==> config.mk <==
export PLATFORM = sky130hd
export DESIGN_NAME = rv_lsu
export DESIGN_NICKNAME = d
export VERILOG_FILES = /design/src/rtl/riscv_pkg.sv /design/src/rtl/rv_lsu_align.sv /design/src/rtl/rv_lsu.sv
export SDC_FILE = /design/constraint.sdc
export NUM_CORES = 1
export LEC_CHECK = 0
export CORE_MARGIN = 3
export CORE_UTILIZATION = 43
export CTS_CLUSTER_SIZE = 24
export DETAILED_ROUTE_END_ITERATION = 12
export PLACE_DENSITY_LB_ADDON = 0.05
export SKIP_CTS_REPAIR_TIMING = 1
export SYNTH_ARGS = -nofsm -noshare
export SYNTH_HDL_FRONTEND = slang
export SYNTH_SLANG_ARGS = --single-unit
==> constraint.sdc <==
create_clock -name clk -period 3.05 [get_ports clk]
set_input_delay 0.61 -clock clk [delete_from_list [all_inputs] [get_ports clk]]
set_output_delay 0.61 -clock clk [all_outputs]
set_load 0.02 [all_outputs]
==> src/rtl/riscv_pkg.sv <==
`default_nettype none
// +-------------------------------------------------------------------------+
// | riscv_pkg : shared memory-access sizes and LSU state encoding           |
// | Revision  : 1.0                                                         |
// +-------------------------------------------------------------------------+
package riscv_pkg;

  typedef enum logic [1:0] {
    MEM_BYTE  = 2'd0,
    MEM_HALF  = 2'd1,
    MEM_WORD  = 2'd2,
    MEM_DWORD = 2'd3
  } mem_size_t;

  typedef enum logic [1:0] {
    IDLE = 2'd0,
    ADDR = 2'd1,
    RESP = 2'd2
  } lsu_state_t;

  function automatic int unsigned size_bytes(input mem_size_t s);
    return 32'd1 << s;
  endfunction

endpackage
`default_nettype wire

==> src/rtl/rv_lsu_align.sv <==
`default_nettype none
// +-------------------------------------------------------------------------+
// | rv_lsu_align : byte-enable generation, write-lane shift, read extract   |
// | Revision     : 1.0                                                      |
// +-------------------------------------------------------------------------+
module rv_lsu_align
  import riscv_pkg::*;
#(
  parameter  int          XLEN  = 32,
  localparam int unsigned NB    = XLEN / 8,
  localparam int          OFF_W = $clog2(XLEN / 8),
  localparam int          SB_W  = $clog2(XLEN)
) (
  input  mem_size_t             size,
  input  logic [OFF_W-1:0]      offset,
  input  logic                  zero_extend,
  input  logic [XLEN-1:0]       wdata,
  input  logic [2*XLEN-1:0]     rdata2,
  output logic [2*NB-1:0]       be2,
  output logic [2*XLEN-1:0]     wdata2,
  output logic [XLEN-1:0]       rd_ext
);

  int unsigned         nbytes;
  int unsigned         nb_eff;
  logic [2*NB-1:0]     mask;
  logic [XLEN-1:0]     raw;
  logic [SB_W-1:0]     sbit;
  logic                fill;

  // Lane view spans two words so a crossing access maps onto both beats.
  always_comb begin
    nbytes = size_bytes(size);
    nb_eff = (nbytes > NB) ? NB : nbytes;
    mask   = '0;
    for (int unsigned b = 0; b < 2 * NB; b++) begin
      mask[b] = (b < nbytes);
    end
    be2    = mask << offset;
    wdata2 = {{XLEN{1'b0}}, wdata} << {offset, 3'b000};
    raw    = XLEN'(rdata2 >> {offset, 3'b000});
    sbit   = SB_W'(8 * nb_eff - 1);
    fill   = ~zero_extend & raw[sbit];
    rd_ext = '0;
    for (int unsigned b = 0; b < NB; b++) begin
      rd_ext[b*8 +: 8] = (b < nb_eff) ? raw[b*8 +: 8] : {8{fill}};
    end
  end

endmodule
`default_nettype wire

==> src/rtl/rv_lsu.sv <==
`default_nettype none
// +-------------------------------------------------------------------------+
// | rv_lsu : load/store unit, one outstanding bus access, request/grant bus |
// | Option : RV_LSU_MISALIGNED_SPLIT_EN splits boundary-crossing accesses   |
// | Revision : 1.0                                                          |
// +-------------------------------------------------------------------------+
module rv_lsu
  import riscv_pkg::*;
#(
  parameter int XLEN   = 32,
  parameter int ADDR_W = 32
) (
  input  logic              clk,
  input  logic              reset,
  input  logic              lsu_req,
  input  logic              lsu_wr_en,
  input  mem_size_t         lsu_size,
  input  logic              lsu_zero_extend,
  input  logic [ADDR_W-1:0] lsu_addr,
  input  logic [XLEN-1:0]   lsu_wr_data,
  output logic              lsu_ready,
  output logic              lsu_done,
  output logic              lsu_err,
  output logic [XLEN-1:0]   lsu_rd_data,
  output logic              bus_req,
  output logic              bus_we,
  output logic [XLEN/8-1:0] bus_be,
  output logic [ADDR_W-1:0] bus_addr,
  output logic [XLEN-1:0]   bus_wdata,
  input  logic              bus_gnt,
  input  logic              bus_rvalid,
  input  logic [XLEN-1:0]   bus_rdata
);

  localparam int unsigned NB    = XLEN / 8;
  localparam int          OFF_W = $clog2(XLEN / 8);

  lsu_state_t          r_state, w_next;
  logic                r_wr_en, r_zext, r_fault;
  mem_size_t           r_size;
  logic [ADDR_W-1:0]   r_addr;
  logic [XLEN-1:0]     r_wdata;
  logic                r_second, r_beat;
  logic [XLEN-1:0]     r_rdata_lo;
  logic                r_done, r_err;
  logic [XLEN-1:0]     r_rd_data;

  logic                w_accept, w_finish, w_fault, w_dword_bad;
  logic [OFF_W-1:0]    w_in_off;
  int unsigned         w_in_bytes;
  logic [2*NB-1:0]     w_be2;
  logic [2*XLEN-1:0]   w_wdata2, w_merged;
  logic [XLEN-1:0]     w_rd_ext;
  logic [ADDR_W-1:0]   w_base;

  assign lsu_ready   = (r_state == IDLE);
  assign w_accept    = lsu_req && lsu_ready;
  assign w_in_off    = lsu_addr[OFF_W-1:0];
  assign w_in_bytes  = size_bytes(lsu_size);
  assign w_dword_bad = (lsu_size == MEM_DWORD) && (XLEN == 32);

`ifdef RV_LSU_MISALIGNED_SPLIT_EN
  logic w_cross;
  assign w_cross = (32'(w_in_off) + w_in_bytes) > NB;
  assign w_fault = w_dword_bad;

  // Beat 0 returns the low word; it is kept for the merge with beat 1.
  always_ff @(posedge clk) begin
    if (reset) begin
      r_second <= 1'b0;
      r_beat   <= 1'b0;
    end else if (w_accept) begin
      r_second <= w_cross && !w_dword_bad;
      r_beat   <= 1'b0;
    end else if (r_state == RESP && bus_rvalid && r_second) begin
      r_second   <= 1'b0;
      r_beat     <= 1'b1;
      r_rdata_lo <= bus_rdata;
    end
  end
`else
  logic w_unaligned;
  assign w_unaligned = (32'(w_in_off) & (w_in_bytes - 32'd1)) != 32'd0;
  assign w_fault     = w_dword_bad || w_unaligned;
  assign r_second    = 1'b0;
  assign r_beat      = 1'b0;
  assign r_rdata_lo  = '0;
`endif

  assign w_finish = (r_state == ADDR && r_fault) ||
                    (r_state == RESP && bus_rvalid && !r_second);

  always_ff @(posedge clk) begin
    if (reset) begin
      r_state   <= IDLE;
      r_fault   <= 1'b0;
      r_done    <= 1'b0;
      r_err     <= 1'b0;
      r_rd_data <= '0;
    end else begin
      r_state <= w_next;
      r_done  <= w_finish;
      r_err   <= w_finish && r_fault;
      if (w_finish && !r_fault && !r_wr_en) begin
        r_rd_data <= w_rd_ext;
      end
      if (w_accept) begin
        r_fault <= w_fault;
      end
    end
  end

  always_ff @(posedge clk) begin
    if (w_accept) begin
      r_wr_en <= lsu_wr_en;
      r_size  <= lsu_size;
      r_zext  <= lsu_zero_extend;
      r_addr  <= lsu_addr;
      r_wdata <= lsu_wr_data;
    end
  end

  // A faulted access parks one cycle in ADDR without raising bus_req.
  always_comb begin
    w_next = r_state;
    case (r_state)
      IDLE:    if (w_accept) w_next = ADDR;
      ADDR:    if (r_fault) w_next = IDLE;
               else if (bus_gnt) w_next = RESP;
      RESP:    if (bus_rvalid) w_next = r_second ? ADDR : IDLE;
      default: w_next = IDLE;
    endcase
  end

  assign w_merged = r_beat ? {bus_rdata, r_rdata_lo} : {{XLEN{1'b0}}, bus_rdata};
  assign w_base   = {r_addr[ADDR_W-1:OFF_W], {OFF_W{1'b0}}};

  rv_lsu_align #(.XLEN(XLEN)) u_align (
    .size        (r_size),
    .offset      (r_addr[OFF_W-1:0]),
    .zero_extend (r_zext),
    .wdata       (r_wdata),
    .rdata2      (w_merged),
    .be2         (w_be2),
    .wdata2      (w_wdata2),
    .rd_ext      (w_rd_ext)
  );

  assign bus_req     = (r_state == ADDR) && !r_fault;
  assign bus_we      = r_wr_en;
  assign bus_addr    = r_beat ? (w_base + ADDR_W'(NB)) : w_base;
  assign bus_be      = r_beat ? w_be2[2*NB-1:NB] : w_be2[NB-1:0];
  assign bus_wdata   = r_beat ? w_wdata2[2*XLEN-1:XLEN] : w_wdata2[XLEN-1:0];
  assign lsu_done    = r_done;
  assign lsu_err     = r_err;
  assign lsu_rd_data = r_rd_data;

endmodule
`default_nettype wire

# --- After elaboration in Yosys (flattened, before gate mapping) ---
# Cells that the tools add are included.
word_totals:
  regBits: 105
  out_inout_bits: 105
  word_cells: 66
classes:
  add_sub_neg: 2
  n_lt_le_gt_ge: 14
  eq_ne: 6
  shifts: 5
  n_mux: 12
  bitwise: 3
  n_reduce_logical: 14
op_table:
  columns: ["cell", "count"]
  rows:
  - ["< comparator 1 x 32 -> 1 bit (first input constant)", 4]
  - ["< comparator 2 x 32 -> 1 bit (first input constant)", 4]
  - ["< comparator 3 x 32 -> 1 bit (first input constant)", 4]
  - ["left shift 1 x 2 -> 32 bit (first input constant)", 2]
  - ["bitwise AND 2 x 32 -> 32 bit", 1]
  - ["greater-than comparator 32 x 3 -> 1 bit (second input constant)", 1]
  - ["two-way mux 32 bit", 1]
  - ["two-way mux 8 bit", 4]
  - ["nonzero test 32 bit", 1]
  - ["left shift 32 x 5 -> 32 bit", 1]
  - [">> shifter 32 x 5 -> 32 bit", 1]
  - ["subtractor 32 x 1 -> 32 bit (second input constant)", 1]
  - ["two-way mux 2 bit", 4]
  - ["left shift 8 x 2 -> 4 bit", 1]
  - ["logical AND 1 bit", 7]
  - ["< comparator 5 x 6 -> 1 bit (second input constant)", 1]
  - ["one-hot mux 2 bit (3 select lines)", 1]
  - ["binary-select mux 1 bit (select 5 bit)", 1]
  - ["subtractor 5 x 1 -> 5 bit (second input constant)", 1]
  - ["equality test 2 bit (second input constant)", 2]
  - ["!= test 3 bit (second input constant)", 1]
  - ["AND reduction 3 bit", 1]
  - ["equality test 2 x 1 -> 1 bit (second input constant)", 1]
  - ["zero test 1 bit", 2]
  - ["other kinds (7)", 8]

# --- Longest topological paths before layout ---
# Gate-level depths: netlist of run 1.
logic_depth:
  depth_word: 8
  depth_mapped: 10
  depth_no_buf: 8

# --- Cells and area by module ---
# From an unflattened synthesis of run 1, not the netlist that was laid out.
unflattened:
  hier_cells: 553
  area_unflattened_um2: 6200.9
modules_own_cells:
  columns: ["mod", "instances", "cells_per_inst", "area_each_um2", "seq_area_each_um2"]
  rows:
  - ["rv_lsu", 1, 262, 3955.0, 2782.7]
  - ["rv_lsu_align", 1, 291, 2245.9, 0.0]

# --- Worst setup path after synthesis of run 1 ---
# Ideal clock, no wire load.
synth_path:
  path_kind: "register -> register"
  startpoint: "reg r_state[0]"
  endpoint: "reg r_wr_en (netlist: bus_we), enable pin"
  setup_ps: 422
  arrival_ps: 2238
  slack_ps: 390
  path_stages_with_launch: 5
  path_buffers: 1
  path_cell_list: "dfxtp_1 buf_6 nor2_1 nand2_1 inv_1"
synth_via:
  elab_chain_cells: 2
synth_lines:
  columns: ["item", "line_no", "source"]
  rows:
  - ["start: declaration", "rv_lsu.sv:38", "lsu_state_t r_state, w_next;"]
  - ["start signal: assignment", "rv_lsu.sv:101", "r_state <= w_next;"]
  - ["zero test 2 bit", "rv_lsu.sv:56", "assign lsu_ready = (r_state == IDLE);"]
  - ["via lsu_ready", "rv_lsu.sv:21", "output logic lsu_ready,"]
  - ["logical AND 1 bit", "rv_lsu.sv:57", "assign w_accept = lsu_req && lsu_ready;"]
  - ["via w_accept", "rv_lsu.sv:48", "logic w_accept, w_finish, w_fault, w_dword_bad;"]
  - ["end signal: assignment", "rv_lsu.sv:115", "r_wr_en <= lsu_wr_en;"]
  - ["end: declaration", "rv_lsu.sv:39", "logic r_wr_en, r_zext, r_fault;"]
# The timed path passes the listed nets, and every way through them passes these cells.
# A chain may end at the register's enable or synchronous reset.

# --- Worst setup path in the final report of run 1 ---
layout_path:
  startpoint: "reg r_addr[1]"
  endpoint: "out bus_wdata[22]"
layout_via:
  elab_chain_cells: 1
layout_lines:
  columns: ["item", "line_no", "source"]
  rows:
  - ["start: declaration", "rv_lsu.sv:41", "logic [ADDR_W-1:0] r_addr;"]
  - ["start signal: assignment", "rv_lsu.sv:118", "r_addr <= lsu_addr;"]
  - ["left shift 32 x 5 -> 32 bit", "rv_lsu_align.sv:40", "wdata2 = {{XLEN{1'b0}}, wdata} << {offset, 3'b000};"]
  - ["end: declaration", "rv_lsu.sv:29", "output logic [XLEN-1:0] bus_wdata,"]
# Every way passes these cells.

==> results.py, run 1 <==
metrics = {
    "place": {
        "hpwl_mm": 10.00,
        "port_buffers": 207,
        "place.gp.congestion": 0.8662,
        "placed_area_sq_um": 6980,
    },
    "sta": {
        "max_freq_mhz": 361.6,
        "slew_violations": 0,
        "worst_pin_slew_ns": 0.7154,
        "setup_viol": 0,
        "period_share_pct": 90.68,
        "hold_ws_ns": 0.5023,
        "finalSetupTns_ns": 0,
        "hold_viol_final": 0,
        "period_needed_ns": 2.766,
        "rsz0062_at_grt": "false",
        "finClkSkew_ns": 0.006476,
        "slew_headroom_pct": 52.21,
    },
    "global_route": {
        "grt_antenna_before_repair": 0,
        "grt_use_total_pct": 20.58,
        "grt_pass1_wl_mm": 20.98,
        "grt_pass1_vias": 4116,
        "overflow": 0,
        "grt_max_degree": 51,
    },
    "worst_setup_path": {
        "crit_required_ns": 2.44,
        "path_max_fanout": 38,
        "startpoint_type": "flip-flop",
        "end_kind": "primary output",
        "arrival_ns": 2.16,
        "slowest_stage": "clkdlybuf4s50_1",
        "path_class": "flip-flop to primary output",
        "cpPeakStageDelay_ns": 0.67,
        "cp_cell_sequence": "buf_12 -> mux2i_1 -> o21ai_0 -> clkdlybuf4s50_1",
    },
    "layout": {
        "drive_above_1_share_pct": 5.607,
        "num-fill-cells": 904,
        "syn_to_final_growth_pct": 45.03,
        "seqCellArea_sq_um": 2783,
        "final_util_pct": 65.31,
        "fin_area_sq_um": 7266,
        "fin_nets": 743,
        "multi_input_area_sq_um": 1828,
        "antenna_cells": 0,
    },
    "routing": {
        "wirelength_mm": 13.38,
        "vias": 4026,
        "drtPass1Iterations": 4,
        "avgViaCountPerCell": 5.148,
        "ant_nets": 0,
        "drc": 0,
        "dr.first_iter.drc_count": 203,
        "wl_per_cell_microns": 17.11,
    },
    "logic_synthesis": {
        "yosysTopAreaCell": "edfxtp_1",
        "synth_top_area_share_pct": 40.76,
        "syn_area_sq_um": 5010,
        "seq_area_frac_synth_pct": 55.54,
        "synth_most_common_cell": "nor2_1",
        "syn-mean-instance-area_sq_um": 10.68,
        "async_flop_share_pct": 0,
        "syn_inst": 469,
        "netlist_top_cells_count": "nor2_1, edfxtp_1, a21oi_1",
        "ys.flop_type": "edfxtp_1",
        "ys_types": 42,
        "synthTopCellsByArea": "edfxtp_1, dfxtp_1, mux2i_1, nor2_1, buf_4",
        "ys_ff_latch": 105,
        "yosys_warnings": 0,
        "synth-edff-count": 68,
    },
    "floorplanning": {
        "start_util_pct": 45.03,
        "io_pins": 210,
        "coreArea_sq_um": 11130,
        "die_x_microns": 113.9,
        "rows": 38,
        "die_h_microns": 113.9,
        "dieArea_sq_um": 12980,
    },
    "power_and_ir_drop": {
        "leakage_nw": 2.629,
        "peakVddDrop_uv": 352.1,
        "p_per_area_nw_per_um2": 471.7,
    },
    "clock_network": {
        "insertion_delay_ns": 0.35,
        "root_buffer": "clkbuf_16",
        "clkTransAtPathRegs_ns": 0.07,
        "cts.sinks": 105,
        "cts_buffer_depth": 2,
        "numCtsBuffers": 9,
        "cts_tree": "built",
        "htreeDepth": 3,
    },
    "min_path": {
        "hold_path_class": "flip-flop to flip-flop",
    },
    "outcome": {
        "status": "finished, final reports clean",
    },
    "job": {
        "cap_violations": 0,
    },
}
==> layout make-up <==
| cell class | instances | share of cell area, % |
|---|---|---|
| clock buffer | 12 | 3.547 |
| multi-input combinational | 300 | 25.16 |
| timing repair buffer | 219 | 30.10 |
| clock inverter | 4 | 0.3789 |
| inverter | 2 | 0.1033 |
| tap | 140 | 2.411 |
| sequential | 105 | 38.30 |
==> report_power, final <==
| part | switching (mW) | internal, mW |
|---|---|---|
| Sequential | 0.0351 | 1.60 |
| Clock | 0.500 | 0.605 |
| Combinational | 0.343 | 0.345 |
| Total | 0.879 | 2.55 |
==> critical path, delay by kind of cell, from the launching register on <==
kind / cells / cell delay, ns
mux: 1 / 0.15
flops: 1 / 0.45
compound gates: 1 / 0.31
buf+inv: 2 / 0.88
==> through the flow <==
| stage | cells | power [mW] | worst slack, ns |
|---|---|---|---|
| after floorplan | 470 | 2.025 | 0.3902 |
| after global placement | 766 | 2.346 | 0.4944 |
| after detailed placement | 766 | 2.353 | 0.4275 |
| after CTS | 782 | 3.459 | 0.2778 |
| after global routing | 782 | 3.571 | 0.1870 |
| final | 782 | 3.427 | 0.2844 |
==> final timing paths <==
path / slack [ns] / endpoint / start / depth (start not counted)
worst min register to register: 0.50 / lsu_rd_data[22]$_SDFFE_PP0P_ / lsu_rd_data[22]$_SDFFE_PP0P_ / 2
worst max register to register: 0.64 / lsu_rd_data[24]$_SDFFE_PP0P_ / r_addr[1]$_DFFE_PP_ / 6
worst min-delay path: 0.50 / lsu_rd_data[22]$_SDFFE_PP0P_ / lsu_rd_data[22]$_SDFFE_PP0P_ / 2
worst max-delay path: 0.28 / bus_wdata[22] / r_addr[1]$_DFFE_PP_ / 4
==> cells in the final DEF, fill, tap and decap left out, types with 17 or more instances in the layout <==
master / count
a211oi_1: 26
a21oi_1: 42
clkdlybuf4s50_1: 207
dfxtp_1: 37
edfxtp_1: 68
mux2i_1: 35
nand2_1: 18
nor2_1: 77
nor2b_1: 17
o21ai_0: 17
==> logic make-up after synthesis <==
group | synth area share, %
other | 0.07485
adders and majority gates | 0.2497
AOI/OAI and AO/OA | 13.21
DFF | 55.54
buffers and inverters | 8.092
and+or+nand+nor | 15.16
muxes | 7.667
==> flip-flops by register name (all words and copies together), names as in the netlist <==
| register | cells |
|---|---|
| r_size | 2 |
| r_fault | 1 |
| lsu_done | 1 |
| bus_we | 1 |
| lsu_rd_data | 32 |
| r_state | 2 |
| r_addr | 32 |
| r_wdata | 32 |
| lsu_err | 1 |
| r_zext | 1 |
==> layer usage <==
layer	track usage, %	vias to the layer above	share of wire, %
li1	-	1978	-
met1	24.09	1873	39
met2	35.48	158	50
met3	6.366	17	9.3
met4	7.601	0	1.8
met5	0	-	0
Power figures use the tool's default switching activity.
==> run 2: changes to the inputs <==
--- a/config.mk
+++ b/config.mk
@@ -6,7 +6,7 @@
 export NUM_CORES = 1
 export LEC_CHECK = 0
 export CORE_MARGIN = 3
-export CORE_UTILIZATION = 43
+export CORE_UTILIZATION = 45
 export CTS_CLUSTER_SIZE = 24
 export DETAILED_ROUTE_END_ITERATION = 12
 export PLACE_DENSITY_LB_ADDON = 0.05
==> constraint.sdc (replaced) <==
create_clock -name clk -period 3.6 [get_ports clk]
set_input_delay 0.72 -clock clk [delete_from_list [all_inputs] [get_ports clk]]
set_output_delay 0.72 -clock clk [all_outputs]
set_load 0.02 [all_outputs]
==> results.py, run 2 (same netlist as run 1, synthesis figures left out) <==
metrics = {
    "floorplanning": {
        "die_x_microns": 111.5,
        "dieArea_sq_um": 12430,
        "io_pins": 210,
        "start_util_pct": 47.46,
        "coreArea_sq_um": 10560,
        "rows": 37,
        "die_h_microns": 111.5,
    },
    "layout": {
        "syn_to_final_growth_pct": 43.13,
        "fin_nets": 741,
        "layout_common_cells": "clkdlybuf4s50_1, nor2_1, edfxtp_1",
        "drive_above_1_share_pct": 5.469,
        "finalNonFillerCells": 776,
        "antenna_cells": 0,
        "fin_area_sq_um": 7171,
        "final_util_pct": 67.94,
        "final_common_cell": "clkdlybuf4s50_1",
    },
    "routing": {
        "avgViaCountPerCell": 5.186,
        "wl_per_cell_microns": 17.29,
        "wirelength_mm": 13.41,
        "ant_nets": 0,
        "vias": 4024,
        "drc": 0,
        "drtPass1Iterations": 5,
        "dr.first_iter.drc_count": 224,
    },
    "worst_setup_path": {
        "crit_required_ns": 2.88,
        "end_kind": "primary output",
        "path_class": "flip-flop to primary output",
        "crit_buf_inv": 2,
        "arrival_ns": 2.34,
        "path_max_fanout": 23,
        "cpPeakStageDelay_ns": 0.61,
        "cp_cell_sequence": "buf_4 -> nor2_1 -> and2_1 -> clkdlybuf4s50_1",
        "reg2reg_slack_ns": 1.12,
        "r2r_start": "r_addr[1]$_DFFE_PP_",
        "crit_cells": 4,
        "slowest_stage": "clkdlybuf4s50_1",
        "critPathTopFamily": "buffers and inverters",
        "reg2reg_depth": 6,
        "worstReg2RegEnd": "lsu_rd_data[16]$_SDFFE_PP0P_",
        "startpoint_type": "flip-flop",
    },
    "global_route": {
        "overflow": 0,
        "grt_pass1_wl_mm": 22.01,
        "grt_max_degree": 55,
        "grt_antenna_before_repair": 0,
        "grt_pass1_vias": 4130,
        "grt_use_total_pct": 22.09,
    },
    "job": {
        "cap_violations": 0,
    },
    "power_and_ir_drop": {
        "power_mw": 2.772,
        "p_per_area_nw_per_um2": 386.6,
        "leakage_nw": 2.588,
        "peakVddDrop_uv": 248.8,
    },
    "place": {
        "preCtsSetupSlack_ns": 0.8195,
        "hpwl_mm": 10.01,
        "placed_area_sq_um": 6948,
        "port_buffers": 207,
        "place.gp.congestion": 0.8477,
        "dp_cells": 760,
    },
    "min_path": {
        "holdPathStages": 2,
        "min_from": "lsu_rd_data[21]$_SDFFE_PP0P_",
        "hold_path_class": "flip-flop to flip-flop",
        "min_to": "lsu_rd_data[21]$_SDFFE_PP0P_",
    },
    "clock_network": {
        "cts_tree": "built",
        "insertion_delay_ns": 0.37,
        "root_buffer": "clkbuf_8",
        "numCtsBuffers": 9,
        "cts_buffer_depth": 2,
        "cts.sinks": 105,
        "htreeDepth": 3,
        "clkTransAtPathRegs_ns": 0.10,
    },
    "sta": {
        "period_needed_ns": 3.057,
        "rsz0062_at_grt": "false",
        "period_share_pct": 84.92,
        "hold_viol_final": 0,
        "worst_pin_slew_ns": 0.6598,
        "finalSetupTns_ns": 0,
        "slew_violations": 0,
        "max_freq_mhz": 327.1,
        "hold_ws_ns": 0.5030,
        "setup_viol": 0,
        "layout_setup_ws_ns": 0.5429,
        "finClkSkew_ns": 0.007056,
        "slew_headroom_pct": 55.90,
    },
    "outcome": {
        "status": "finished, final reports clean",
    },
}
==> run 2: cell count changes in the layout (fill, tap and decap cells not counted) <==
cell | before | now
buf_12 | 2 | 1
buf_4 | 10 | 9
bufinv_16 | 0 | 2
clkbuf_1 | 2 | 1
clkbuf_16 | 10 | 0
clkbuf_8 | 0 | 9
clkinv_2 | 1 | 0
clkinvlp_4 | 1 | 0
inv_4 | 1 | 0
inv_6 | 0 | 3
==> run 2: power breakdown <==
part | switching, mW | internal (mW) | total, mW
Clock | 0.408 | 0.401 | 0.808
Sequential | 0.0316 | 1.35 | 1.39
Combinational | 0.290 | 0.289 | 0.579
Total | 0.729 | 2.04 | 2.77
==> run 2: layer usage <==
metal	GRT usage, %	wire length, microns	vias up
li1	-	-	1973
met4	8.191	295	0
met3	6.087	1158	19
met5	0	0	-
met1	27.54	5352	1849
met2	36.79	6607	183
==> run 2: layout make-up <==
class                      instances  area, sq um
clock inverter                     6        95.09
inverter                           2        7.507
multi-input combinational        300         1828
sequential                       105         2783
clock buffer                      10        127.6
tap                              136        170.2
timing repair buffer             217         2160
fill                             834         3385
==> run 2: how the worst max path moves through the flow <==
stage                                 start                           end
global placement        r_addr[1]$_DFFE_PP_                  bus_wdata[4]
global route            r_addr[1]$_DFFE_PP_                  bus_wdata[6]
detailed placement            bus_rdata[31]  lsu_rd_data[17]$_SDFFE_PP0P_
floorplan           r_state[0]$_SDFFE_PP0P_              bus_we$_DFFE_PP_
CTS                     r_addr[1]$_DFFE_PP_                  bus_wdata[6]
finish                  r_addr[1]$_DFFE_PP_                  bus_wdata[6]
==> run 2: worst reg2reg max path: stages (launching register included) <==
cell	delay [ns]
edfxtp_1	0.38
buf_4	0.45
mux2_2	0.42
nor3b_1	0.14
o31a_2	0.37
o21ai_4	0.42
a211oi_1	0.15
